--- src/rtl/if_stage_if.sv ---
// if_stage_if: bus bundle between the fetch stage, instruction memory,
// the decoder and the hazard/branch logic.
// master = fetch stage, slave = the surrounding pipeline/memory.
interface if_stage_if;
  logic [31:0] imem_addr;
  logic [31:0] imem_data;
  logic        stall;
  logic        redirect_valid;
  logic [31:0] redirect_pc;
  logic        halt_req;
  logic        id_valid;
  logic [31:0] id_pc;
  logic [31:0] id_pc_plus4;
  logic [31:0] id_instr;
  logic        halted;
  logic [31:0] fetch_count;

  modport master (
    output imem_addr, id_valid, id_pc, id_pc_plus4, id_instr, halted, fetch_count,
    input  imem_data, stall, redirect_valid, redirect_pc, halt_req
  );

  modport slave (
    input  imem_addr, id_valid, id_pc, id_pc_plus4, id_instr, halted, fetch_count,
    output imem_data, stall, redirect_valid, redirect_pc, halt_req
  );
endinterface

--- src/rtl/if_stage.sv ---
// if_stage: instruction-fetch stage. Owns the PC, addresses the
// combinational instruction memory and captures the returned word into the
// IF/ID register. Handles stall, redirect (branch/jump) and halt.
// Optional feature: define IF_FETCH_COUNT_EN to enable the saturating
// accepted-fetch counter on fetch_count; otherwise it is tied to zero.
module if_stage #(
  parameter logic [31:0] RESET_PC = 32'h0000_0000
) (
  input  logic clk,
  input  logic rst_n,
  if_stage_if.master bus
);

  localparam logic [31:0] RESET_PC_ALIGNED = RESET_PC & 32'hFFFF_FFFC;

  typedef enum logic [1:0] {
    S_BOOT = 2'd0,
    S_RUN  = 2'd1,
    S_HALT = 2'd2
  } state_e;

  state_e      state_q;
  logic [31:0] pc_q;
  logic        id_valid_q;
  logic [31:0] id_pc_q;
  logic [31:0] id_pc_plus4_q;
  logic [31:0] id_instr_q;
  logic        halted_q;

  logic [31:0] pc_plus4_d;
  logic [31:0] redirect_pc_d;
  logic        advance_d;

  // Target low bits are dropped: fetch addresses are always word aligned.
  logic unused_redirect_lsbs;
  assign unused_redirect_lsbs = ^bus.redirect_pc[1:0];

  assign pc_plus4_d    = pc_q + 32'd4;
  assign redirect_pc_d = {bus.redirect_pc[31:2], 2'b00};
  // An accepted fetch: running with no redirect, halt or stall this cycle.
  assign advance_d     = (state_q == S_RUN) && !bus.redirect_valid &&
                         !bus.halt_req && !bus.stall;

  // Fetch FSM together with PC and IF/ID pipeline register updates.
  always_ff @(posedge clk or negedge rst_n) begin
    if (!rst_n) begin
      state_q       <= S_BOOT;
      pc_q          <= RESET_PC_ALIGNED;
      id_valid_q    <= 1'b0;
      id_pc_q       <= 32'h0;
      id_pc_plus4_q <= 32'h0;
      id_instr_q    <= 32'h0;
      halted_q      <= 1'b0;
    end else begin
      case (state_q)
        S_BOOT: begin
          // Single bubble; redirects arriving now are ignored.
          pc_q     <= RESET_PC_ALIGNED;
          state_q  <= S_RUN;
          halted_q <= 1'b0;
        end
        S_RUN: begin
          if (bus.redirect_valid) begin
            // Squash the wrong-path instruction even if decode is stalled.
            pc_q       <= redirect_pc_d;
            id_valid_q <= 1'b0;
          end else if (bus.halt_req) begin
            state_q  <= S_HALT;
            halted_q <= 1'b1;
            if (!bus.stall) begin
              id_valid_q <= 1'b0;
            end
          end else if (!bus.stall) begin
            id_instr_q    <= bus.imem_data;
            id_pc_q       <= pc_q;
            id_pc_plus4_q <= pc_plus4_d;
            id_valid_q    <= 1'b1;
            pc_q          <= pc_plus4_d;
          end
        end
        S_HALT: begin
          if (!bus.stall) begin
            id_valid_q <= 1'b0;
          end
          if (bus.redirect_valid) begin
            pc_q <= redirect_pc_d;
          end
          if (!bus.halt_req) begin
            // Resume fetching from whatever PC we hold now.
            state_q  <= S_RUN;
            halted_q <= 1'b0;
          end
        end
        default: begin
          state_q  <= S_BOOT;
          halted_q <= 1'b0;
        end
      endcase
    end
  end

`ifdef IF_FETCH_COUNT_EN
  logic [31:0] fetch_count_q;

  // Count accepted fetches, sticking at all-ones.
  always_ff @(posedge clk or negedge rst_n) begin
    if (!rst_n) begin
      fetch_count_q <= 32'h0;
    end else if (advance_d && (fetch_count_q != 32'hFFFF_FFFF)) begin
      fetch_count_q <= fetch_count_q + 32'd1;
    end
  end

  assign bus.fetch_count = fetch_count_q;
`else
  logic unused_advance;
  assign unused_advance  = advance_d;
  assign bus.fetch_count = 32'h0;
`endif

  assign bus.imem_addr   = pc_q;
  assign bus.id_valid    = id_valid_q;
  assign bus.id_pc       = id_pc_q;
  assign bus.id_pc_plus4 = id_pc_plus4_q;
  assign bus.id_instr    = id_instr_q;
  assign bus.halted      = halted_q;

endmodule

--- src/flat_wrapper.sv ---
// flat-port wrapper written by rule: the top's interface ports become plain ports
module if_stage_flat 
#(
  parameter logic [31:0] RESET_PC = 32'h0000_0000
)
  (clk, rst_n, bus_imem_addr, bus_id_valid, bus_id_pc, bus_id_pc_plus4, bus_id_instr, bus_halted, bus_fetch_count, bus_imem_data, bus_stall, bus_redirect_valid, bus_redirect_pc, bus_halt_req);
  if_stage_if bus_i ();
  input  logic clk;
  input  logic rst_n;
  output wire logic [$bits(bus_i.imem_addr)-1:0] bus_imem_addr;
  output wire logic [$bits(bus_i.id_valid)-1:0] bus_id_valid;
  output wire logic [$bits(bus_i.id_pc)-1:0] bus_id_pc;
  output wire logic [$bits(bus_i.id_pc_plus4)-1:0] bus_id_pc_plus4;
  output wire logic [$bits(bus_i.id_instr)-1:0] bus_id_instr;
  output wire logic [$bits(bus_i.halted)-1:0] bus_halted;
  output wire logic [$bits(bus_i.fetch_count)-1:0] bus_fetch_count;
  input wire logic [$bits(bus_i.imem_data)-1:0] bus_imem_data;
  input wire logic [$bits(bus_i.stall)-1:0] bus_stall;
  input wire logic [$bits(bus_i.redirect_valid)-1:0] bus_redirect_valid;
  input wire logic [$bits(bus_i.redirect_pc)-1:0] bus_redirect_pc;
  input wire logic [$bits(bus_i.halt_req)-1:0] bus_halt_req;
  assign bus_imem_addr = bus_i.imem_addr;
  assign bus_id_valid = bus_i.id_valid;
  assign bus_id_pc = bus_i.id_pc;
  assign bus_id_pc_plus4 = bus_i.id_pc_plus4;
  assign bus_id_instr = bus_i.id_instr;
  assign bus_halted = bus_i.halted;
  assign bus_fetch_count = bus_i.fetch_count;
  assign bus_i.imem_data = bus_imem_data;
  assign bus_i.stall = bus_stall;
  assign bus_i.redirect_valid = bus_redirect_valid;
  assign bus_i.redirect_pc = bus_redirect_pc;
  assign bus_i.halt_req = bus_halt_req;
  if_stage #(.RESET_PC(RESET_PC)) u_core (.clk(clk), .rst_n(rst_n), .bus(bus_i));
endmodule
--- config.mk ---
export PLATFORM = sky130hd
export DESIGN_NAME = if_stage_flat
export DESIGN_NICKNAME = d
export VERILOG_FILES = /design/src/rtl/if_stage_if.sv /design/src/rtl/if_stage.sv /design/src/flat_wrapper.sv
export SDC_FILE = /design/constraint.sdc
export NUM_CORES = 1
export LEC_CHECK = 0
export BUFFER_PORTS_ARGS = -buffer_cell sky130_fd_sc_hd__buf_2
export CAP_MARGIN = 20
export CORE_ASPECT_RATIO = 1.4
export CORE_MARGIN = 2
export CORE_UTILIZATION = 53
export DETAILED_ROUTE_END_ITERATION = 6
export GPL_TIMING_DRIVEN = 0
export HOLD_SLACK_MARGIN = 0.03
export PLACE_DENSITY = 0.86
export SYNTH_ARGS = -nofsm -noshare
export SYNTH_HDL_FRONTEND = slang
export SYNTH_SLANG_ARGS = --single-unit
--- constraint.sdc ---
create_clock -name clk -period 5.5 [get_ports clk]
set_input_delay 1.1 -clock clk [delete_from_list [all_inputs] [get_ports clk]]
set_output_delay 1.1 -clock clk [all_outputs]
set_load 0.005 [all_outputs]
==> out/summary.log, run 1 <==
INFO  cts            clock_sink_count=125
INFO  cts            cts_root_buf=clkbuf_16
INFO  routing        drt_iter0_markers=342
INFO  cts            cts_tree=done
INFO  finish         fillers=867
INFO  worst_setup_path critical_path_at=2.94ns
INFO  yosys          synth_top_cells_by_area=dfrtp_1, nand2_1, o21ai_0
INFO  finish         diodes=0
INFO  finish         mostFrequentLayoutCell=nand2_1
INFO  power          pwr-share-comb=32.6%
INFO  placement      placedCellCount=1043
INFO  die            die_area=12100squm
INFO  yosys          synth_top_area_share=52.4%
INFO  sta            unrepaired_setup_endpoints_after_global_routing=false
INFO  placement      detailedPlacementHpwl=12.0mm
INFO  finish         most-common-layout-cells=nand2_1, buf_2, dfrtp_1, o21ai_0, buf_4
INFO  worst_setup_path critical_path.max_fanout=10
INFO  finish         layout-area-overhead-vs-synth=31.6%
INFO  cts            path_clk_slew=0.05ns
INFO  worst_setup_path worstPathRequired=5.81ns
INFO  routing        route.detailed.vias_per_inst=5.32
INFO  sta            clock_skew=0.00872ns
INFO  yosys          synth.yosys.seq_area_share=52.4%
INFO  power          power.share.sequential=39.7%
INFO  sta            setup-tns-final=0ns
INFO  routing        drt-pass1-iter-count=5
INFO  placement      globalplace.congestion=0.879
INFO  cts            cts.repair.resized=0
INFO  yosys          yosysTopAreaCell=dfrtp_1
INFO  die            die_height=130um
INFO  grt            grt_first_pass_wirelength=26.6mm
INFO  cts            cts.htree.levels=4
INFO  yosys          synthesis.instances=674
INFO  yosys          ys.warnings.count=0
INFO  yosys          avgSynthCellArea=8.85squm
INFO  die            chipWidth=93.7um
INFO  yosys          synth-async-reset-ratio=100%
INFO  cts            ctsLongestPathBuffers=2
INFO  sta            number_of_endpoints_failing_setup_at_the_final_stage=0
INFO  min_path       path_class_of_the_lowest_slack_min_delay_path=register to register
INFO  sta            worstMarginPinSlew=0.690ns
INFO  grt            antenna_violations_before_repair=0
INFO  routing        antenna_left=0
INFO  power          swShare=35.4%
INFO  die            fp-row-count=45
INFO  yosys          top_reg_cell_synth=dfrtp_1
INFO  sta            report.final.slew_viol_count=0
INFO  yosys          yosysUniqueCellTypes=45
INFO  die            ios=231
INFO  cts            cts_hold_buffers=0
INFO  sta            finalHoldViolCount=0
INFO  worst_setup_path critPathKind=primary input to register
INFO  grt            largest_net_degree_at_the_start_of_global_routing=90
INFO  sta            achievable-frequency=379MHz
INFO  sta            relSlewSlack=53.7%
INFO  power          p_total=0.00395W
INFO  power          clkPwrFrac=27.7%
INFO  run_status     result_of_the_run=finished clean
INFO  worst_setup_path critical_path.startpoint_type=primary input
INFO  power          internal_power=0.00256W
INFO  routing        route.final.wire_length=17.0mm
INFO  worst_setup_path worst_setup_path_end_kind=register
INFO  cts            worstSkewPairLatency=0.41ns
INFO  yosys          edff_count_synth=0
INFO  placement      buffer_ports.inserted=189
INFO  die            floorplan.core_area=10900squm
INFO  sta            timing.final.crit_period=2.64ns
INFO  job            cap_violations=0
INFO  power          total_power_per_unit_cell_area=504nW/um^2
INFO  routing        drc=0
INFO  finish         nets=996
INFO  grt            global_route_overflow=0
INFO  cts            tritoncts.num_buffers=17
INFO  cts            cts.repair_timing.setup_buffer_count=0
INFO  power          power.switching=0.00140W
INFO  grt            first_global_vias=5352
INFO  yosys          post_synth_instance_area=5960squm
INFO  power          cellLeakagePower=4.29nW
INFO  finish         drive_gt1_share=29.4%
INFO  yosys          ys_ff_latch=125
INFO  sta            timing.final.crit_share=47.9%
INFO  routing        vias=5712
INFO  die            floorplan.initialDensity=54.6%
INFO  routing        wl_per_cell=15.8um
INFO  grt            grt_use_total=28.3%
INFO  finish         final_cell_count_no_fill=1074
INFO  power          vdd.ir_drop.worst=0.319mV
-- synthesized netlist by cell type, types with 5 or more instances --
master      n
xnor2_1    12
o311ai_1    5
ha_1        5
buf_4      38
a22oi_1    11
nand2_1   235
nand3_1    12
xor2_1     16
inv_1       9
buf_2       7
nor3_1     10
clkbuf_1   29
dfrtp_1   125
o21ai_0    61
a21oi_1    11
and3_1      5
nand4_1    13
nor2_1     21
-- worst max-delay path, stage by stage --
cell	delay [ns]
buf_2	0.13
or4b_4	0.53
buf_6	0.15
or3_1	0.33
buf_2	0.20
buf_6	0.18
a31oi_1	0.14
o21ai_1	0.07
o311ai_1	0.11
-- per-layer routing --
metal  routed length [um]  global-route usage, %
met3                 1370                   5.35
met5                    0                      0
met1                 6480                   34.4
met4                  528                   13.9
met2                 8600                   48.2
-- cell type report --
| class | instances | area, sq um | area share (%) |
|---|---|---|---|
| buffer | 78 | 467 | 5.95 |
| clock buffer | 23 | 488 | 6.22 |
| clock inverter | 7 | 87.6 | 1.12 |
| inverter | 9 | 33.8 | 0.430 |
| multi-input combinational | 499 | 2470 | 31.5 |
| sequential | 125 | 3130 | 39.8 |
| tap | 141 | 176 | 2.25 |
| timing repair buffer | 192 | 995 | 12.7 |
-- path summary, 6_finish.rpt --
check | startpoint | endpoint | slack (ns) | depth (start not counted)
setup / recovery | bus_redirect_valid | u_core.bus.imem_addr[31] | 2.86 | 9
hold / removal | u_core.bus.id_pc[5] | u_core.bus.id_pc[5] | 0.47 | 2
setup reg to reg | u_core.bus.halted | u_core.bus.imem_addr[31] | 2.90 | 10
hold reg to reg | u_core.bus.id_pc[5] | u_core.bus.id_pc[5] | 0.47 | 2
max in group asynchronous | rst_n | u_core.bus.imem_addr[4] | 4.19 | 2
min in group asynchronous | rst_n | u_core.bus.id_pc[20] | 0.58 | 1
-- power groups by stage --
| stage | clock, W | combinational [W] | sequential, W |
|---|---|---|---|
| floorplan | 0 | 0.000613 | 0.00158 |
| global placement | 0 | 0.00124 | 0.00156 |
| detailed placement | 0 | 0.00128 | 0.00157 |
| CTS | 0.00110 | 0.00129 | 0.00156 |
| global route | 0.00114 | 0.00145 | 0.00161 |
| finish | 0.00109 | 0.00129 | 0.00157 |
-- kinds of logic after synthesis --
| logic type | after synthesis | synth area share [%] |
|---|---|---|
| and+or+nand+nor | 313 | 22.3 |
| DFF | 125 | 52.4 |
| AOI/OAI and AO/OA | 114 | 11.5 |
| buffers and inverters | 87 | 8.39 |
| xor gates and xnor gates | 28 | 4.11 |
| adders and majority gates | 5 | 1.05 |
| other | 1 | 0.0629 |
| muxes | 1 | 0.168 |
-- stage by stage --
step	setup WS [ns]	instance area (sq um)	utilization, %	hold WS [ns]
5_1_grt	2.74	7850	71.9	0.477
2_1_floorplan	2.68	6100	-	0.470
4_1_cts	2.67	7840	71.8	0.470
6_report	2.86	7850	71.9	0.467
3_3_place_gp	1.74	7230	66.2	0.453
3_5_place_dp	2.46	7270	66.5	0.456
-- registers in the layout, summed over array words and instances, names as in the netlist --
register                cells
u_core.bus.imem_addr       30
u_core.state_q              1
u_core.bus.id_pc           30
u_core.bus.halted           1
u_core.bus.id_pc_plus4     30
u_core.bus.id_valid         1
u_core.bus.id_instr        32
Note: power is estimated with default switching activity, not from simulation.
==> run 2: changes to the inputs <==
--- a/config.mk
+++ b/config.mk
@@ -5,15 +5,16 @@
 export SDC_FILE = /design/constraint.sdc
 export NUM_CORES = 1
 export LEC_CHECK = 0
+export ABC_AREA = 1
 export BUFFER_PORTS_ARGS = -buffer_cell sky130_fd_sc_hd__buf_2
 export CAP_MARGIN = 20
 export CORE_ASPECT_RATIO = 1.4
 export CORE_MARGIN = 2
-export CORE_UTILIZATION = 53
+export CORE_UTILIZATION = 50
 export DETAILED_ROUTE_END_ITERATION = 6
 export GPL_TIMING_DRIVEN = 0
 export HOLD_SLACK_MARGIN = 0.03
-export PLACE_DENSITY = 0.86
+export PLACE_DENSITY = 0.8
 export SYNTH_ARGS = -nofsm -noshare
 export SYNTH_HDL_FRONTEND = slang
 export SYNTH_SLANG_ARGS = --single-unit
==> constraint.sdc (replaced) <==
create_clock -name clk -period 2.6 [get_ports clk]
set_input_delay 0.52 -clock clk [delete_from_list [all_inputs] [get_ports clk]]
set_output_delay 0.52 -clock clk [all_outputs]
set_load 0.005 [all_outputs]
==> out/summary.log, run 2 <==
INFO  worst_setup_path worstPathRequired=2.88ns [-2.93 ns]
INFO  finish         postLayoutCellArea=8330squm [+6.1%]
INFO  cts            cts_hold_buffers=0 [unchanged]
INFO  die            floorplan.initialDensity=51.5% [-3.1 points]
INFO  sta            finalWorstSetupSlack=0.557ns [-2.31 ns]
INFO  yosys          synth.top_cells.by_count=nand2_1, dfrtp_1, inv_1, o21ai_1
INFO  placement      detailedPlacementHpwl=13.7mm [+15%]
INFO  power          power.switching=0.00352W [+150%]
INFO  yosys          top_reg_cell_synth=dfrtp_1
INFO  sta            timing.final.crit_share=78.6%
INFO  yosys          synth_top_cells_by_area=dfrtp_1, nand2_1, buf_4
INFO  die            die_area=13700squm [+13%]
INFO  die            ios=231 [unchanged]
INFO  yosys          post_synth_instance_area=6400squm [+7.3%]
INFO  worst_setup_path critical_path_at=2.33ns [-0.61 ns]
INFO  finish         mostFrequentLayoutCell=nand2_1
INFO  sta            clock_skew=0.00587ns [-0.00285 ns]
INFO  cts            cts.repair.resized=0 [unchanged]
INFO  die            fp-row-count=48 [+6.7%]
INFO  routing        wl_per_cell=14.7um [-6.8%]
INFO  power          power.share.sequential=37.5% [-2.2 points]
INFO  yosys          yosysUniqueCellTypes=29 [-36%]
INFO  placement      globalplace.congestion=0.939 [+6.8%]
INFO  grt            first_global_vias=5922 [+11%]
INFO  cts            cts_root_buf=clkbuf_16
INFO  routing        antenna_left=0 [unchanged]
INFO  finish         nets=1165 [+17%]
INFO  worst_setup_path worst_r2r_path_cells=9 [-1]
INFO  worst_setup_path critPathKind=register to register
INFO  job            cap_violations=0 [unchanged]
INFO  sta            relSlewSlack=59.5% [+5.8 points]
INFO  grt            grt_use_total=27.3% [-1.0 points]
INFO  die            chipWidth=99.6um [+6.4%]
INFO  yosys          yosys.cell_count.top_type=nand2_1
INFO  min_path       path_class_of_the_lowest_slack_min_delay_path=primary input to async pin
INFO  power          clkPwrFrac=26.6% [-1.1 points]
INFO  finish         layout-area-overhead-vs-synth=30.2%
INFO  routing        drc=0 [unchanged]
INFO  grt            largest_net_degree_at_the_start_of_global_routing=72 [-20%]
INFO  cts            tritoncts.num_buffers=17 [unchanged]
INFO  cts            cts_tree=done
INFO  sta            number_of_endpoints_failing_setup_at_the_final_stage=0 [unchanged]
INFO  sta            finalHoldViolCount=0 [unchanged]
INFO  sta            unrepaired_setup_endpoints_after_global_routing=false
INFO  yosys          edff_count_synth=0 [unchanged]
INFO  sta            timing.final.crit_period=2.04ns
INFO  placement      buffer_ports.inserted=190 [+0.53%]
INFO  sta            worstMarginPinSlew=0.607ns [-0.0830 ns]
INFO  yosys          synth.yosys.seq_area_share=48.9% [-3.6 points]
INFO  routing        route.detailed.vias_per_inst=4.90 [-7.8%]
INFO  finish         largest_register_ff_count=32 [unchanged]
INFO  yosys          yosysTopAreaCell=dfrtp_1
INFO  cts            path_clk_slew=0.06ns [about the same]
INFO  worst_setup_path rrSetupSlack=0.56ns [-2.34 ns]
INFO  grt            antenna_violations_before_repair=1 [+1]
INFO  yosys          avgSynthCellArea=7.58squm [-14%]
INFO  worst_setup_path critical_path.max_fanout=10 [unchanged]
INFO  placement      postPlaceCellArea=7710squm [+6.1%]
INFO  die            floorplan.core_area=12400squm [+14%]
INFO  power          pwr-share-comb=36.0% [+3.4 points]
INFO  die            die_height=138um [+6.4%]
INFO  yosys          synth-async-reset-ratio=100% [unchanged]
INFO  cts            cts.repair_timing.setup_buffer_count=0 [unchanged]
INFO  cts            worstSkewPairLatency=0.42ns [about the same]
INFO  sta            setup-tns-final=0ns [unchanged]
INFO  power          cellLeakagePower=4.70nW [+9.6%]
INFO  power          internal_power=0.00583W [+130%]
INFO  worst_setup_path worst_setup_path_end_kind=register
INFO  yosys          synthesis.instances=844 [+25%]
INFO  yosys          ys_ff_latch=125 [unchanged]
INFO  yosys          ys.warnings.count=0 [unchanged]
INFO  cts            cts.htree.levels=4 [unchanged]
INFO  worst_setup_path critical_path.startpoint_type=register
INFO  power          total_power_per_unit_cell_area=1120nW/um^2 [+120%]
INFO  cts            clock_sink_count=125 [unchanged]
INFO  finish         drive_gt1_share=27.7% [-1.6 points]
INFO  routing        drt-pass1-iter-count=5 [unchanged]
INFO  routing        vias=6146 [+7.6%]
INFO  routing        route.final.wire_length=18.5mm [+8.8%]
INFO  placement      place_ws=0.556ns [-1.91 ns]
INFO  power          vdd.ir_drop.worst=0.530mV [+66%]
INFO  finish         most-common-layout-cells=nand2_1, buf_2, dfrtp_1, inv_1, o21ai_1
INFO  routing        drt_iter0_markers=361 [+5.6%]
INFO  power          swShare=37.6% [+2.3 points]
INFO  run_status     result_of_the_run=finished clean
INFO  grt            global_route_overflow=0 [unchanged]
INFO  yosys          synth_top_area_share=48.9% [-3.6 points]
INFO  sta            report.final.slew_viol_count=0 [unchanged]
INFO  grt            grt_first_pass_wirelength=28.9mm [+8.8%]
INFO  sta            achievable-frequency=490MHz
INFO  cts            ctsLongestPathBuffers=2 [unchanged]
## run 2: area by class of cell
cell class / count / area, sq um
plain buffers: 69 / 519
multi-input cells: 633 / 2680
repair buffers: 191 / 985
clock inverters: 10 / 136
diodes: 1 / 2.50
flip-flops and latches: 125 / 3130
inverters: 54 / 208
well taps: 150 / 188
fillers: 1107 / 4100
clock buffers: 21 / 480
## run 2: final timing paths
check	endpoint	from
min in group clk	u_core.bus.id_instr[22]	bus_imem_data[22]
max in group asynchronous	u_core.bus.id_instr[10]	rst_n
worst min register to register	u_core.bus.id_instr[25]	u_core.bus.id_instr[25]
worst max-delay path	u_core.bus.id_pc[11]	u_core.bus.halted
worst max register to register	u_core.bus.id_pc[11]	u_core.bus.halted
worst min-delay path	u_core.bus.id_instr[23]	rst_n
## run 2: logic make-up (layout without fill, tap and decap cells)
| logic type | Yosys count | in the layout | share of synthesized area [%] |
|---|---|---|---|
| other | 1 | 39 | 0.0586 |
| adder cells (fa/ha/maj) | 5 | 5 | 0.978 |
| AO/OA/AOI/OAI | 80 | 80 | 6.45 |
| XOR/XNOR | 8 | 8 | 1.33 |
| buffers and inverters | 123 | 345 | 11.4 |
| AND/OR/NAND/NOR | 502 | 502 | 30.9 |
| flip-flops | 125 | 125 | 48.9 |
## run 2: worst max-delay path, stage by stage (launching register included)
cell      delay, ns
dfrtp_1        0.38
inv_1          0.08
ha_1           0.24
inv_1          0.06
or2_1          0.08
buf_2          0.19
clkinv_4       0.14
nand2_4        0.14
clkbuf_1       0.45
o21ai_1        0.13
## run 2: power groups by stage
stage | combinational, W | clock [W] | sequential [W]
2_1_floorplan | 0.00171 | 0 | 0.00351
3_3_place_gp | 0.00327 | 0 | 0.00348
3_5_place_dp | 0.00336 | 0 | 0.00350
4_1_cts | 0.00338 | 0.00250 | 0.00348
5_1_grt | 0.00378 | 0.00258 | 0.00361
6_report | 0.00336 | 0.00248 | 0.00350
## run 2: per-layer routing
layer	vias to the layer above	track usage [%]	part of all wire, %
met4	0	12.9	2.9
met3	43	6.35	6.7
met1	2813	31.3	39
met5	-	0	0
met2	270	48.0	52
li1	3020	-	-
## run 2: through the flow
step,power (W),instances,util [%],hold WS (ns)
6_report,0.00934,1254,67.0,0.0500
5_1_grt,0.00998,1254,67.0,0.0969
4_1_cts,0.00936,1253,67.0,0.0834
3_5_place_dp,0.00686,1222,62.0,0.460
3_3_place_gp,0.00675,1221,61.8,0.457
2_1_floorplan,0.00522,881,-,0.224
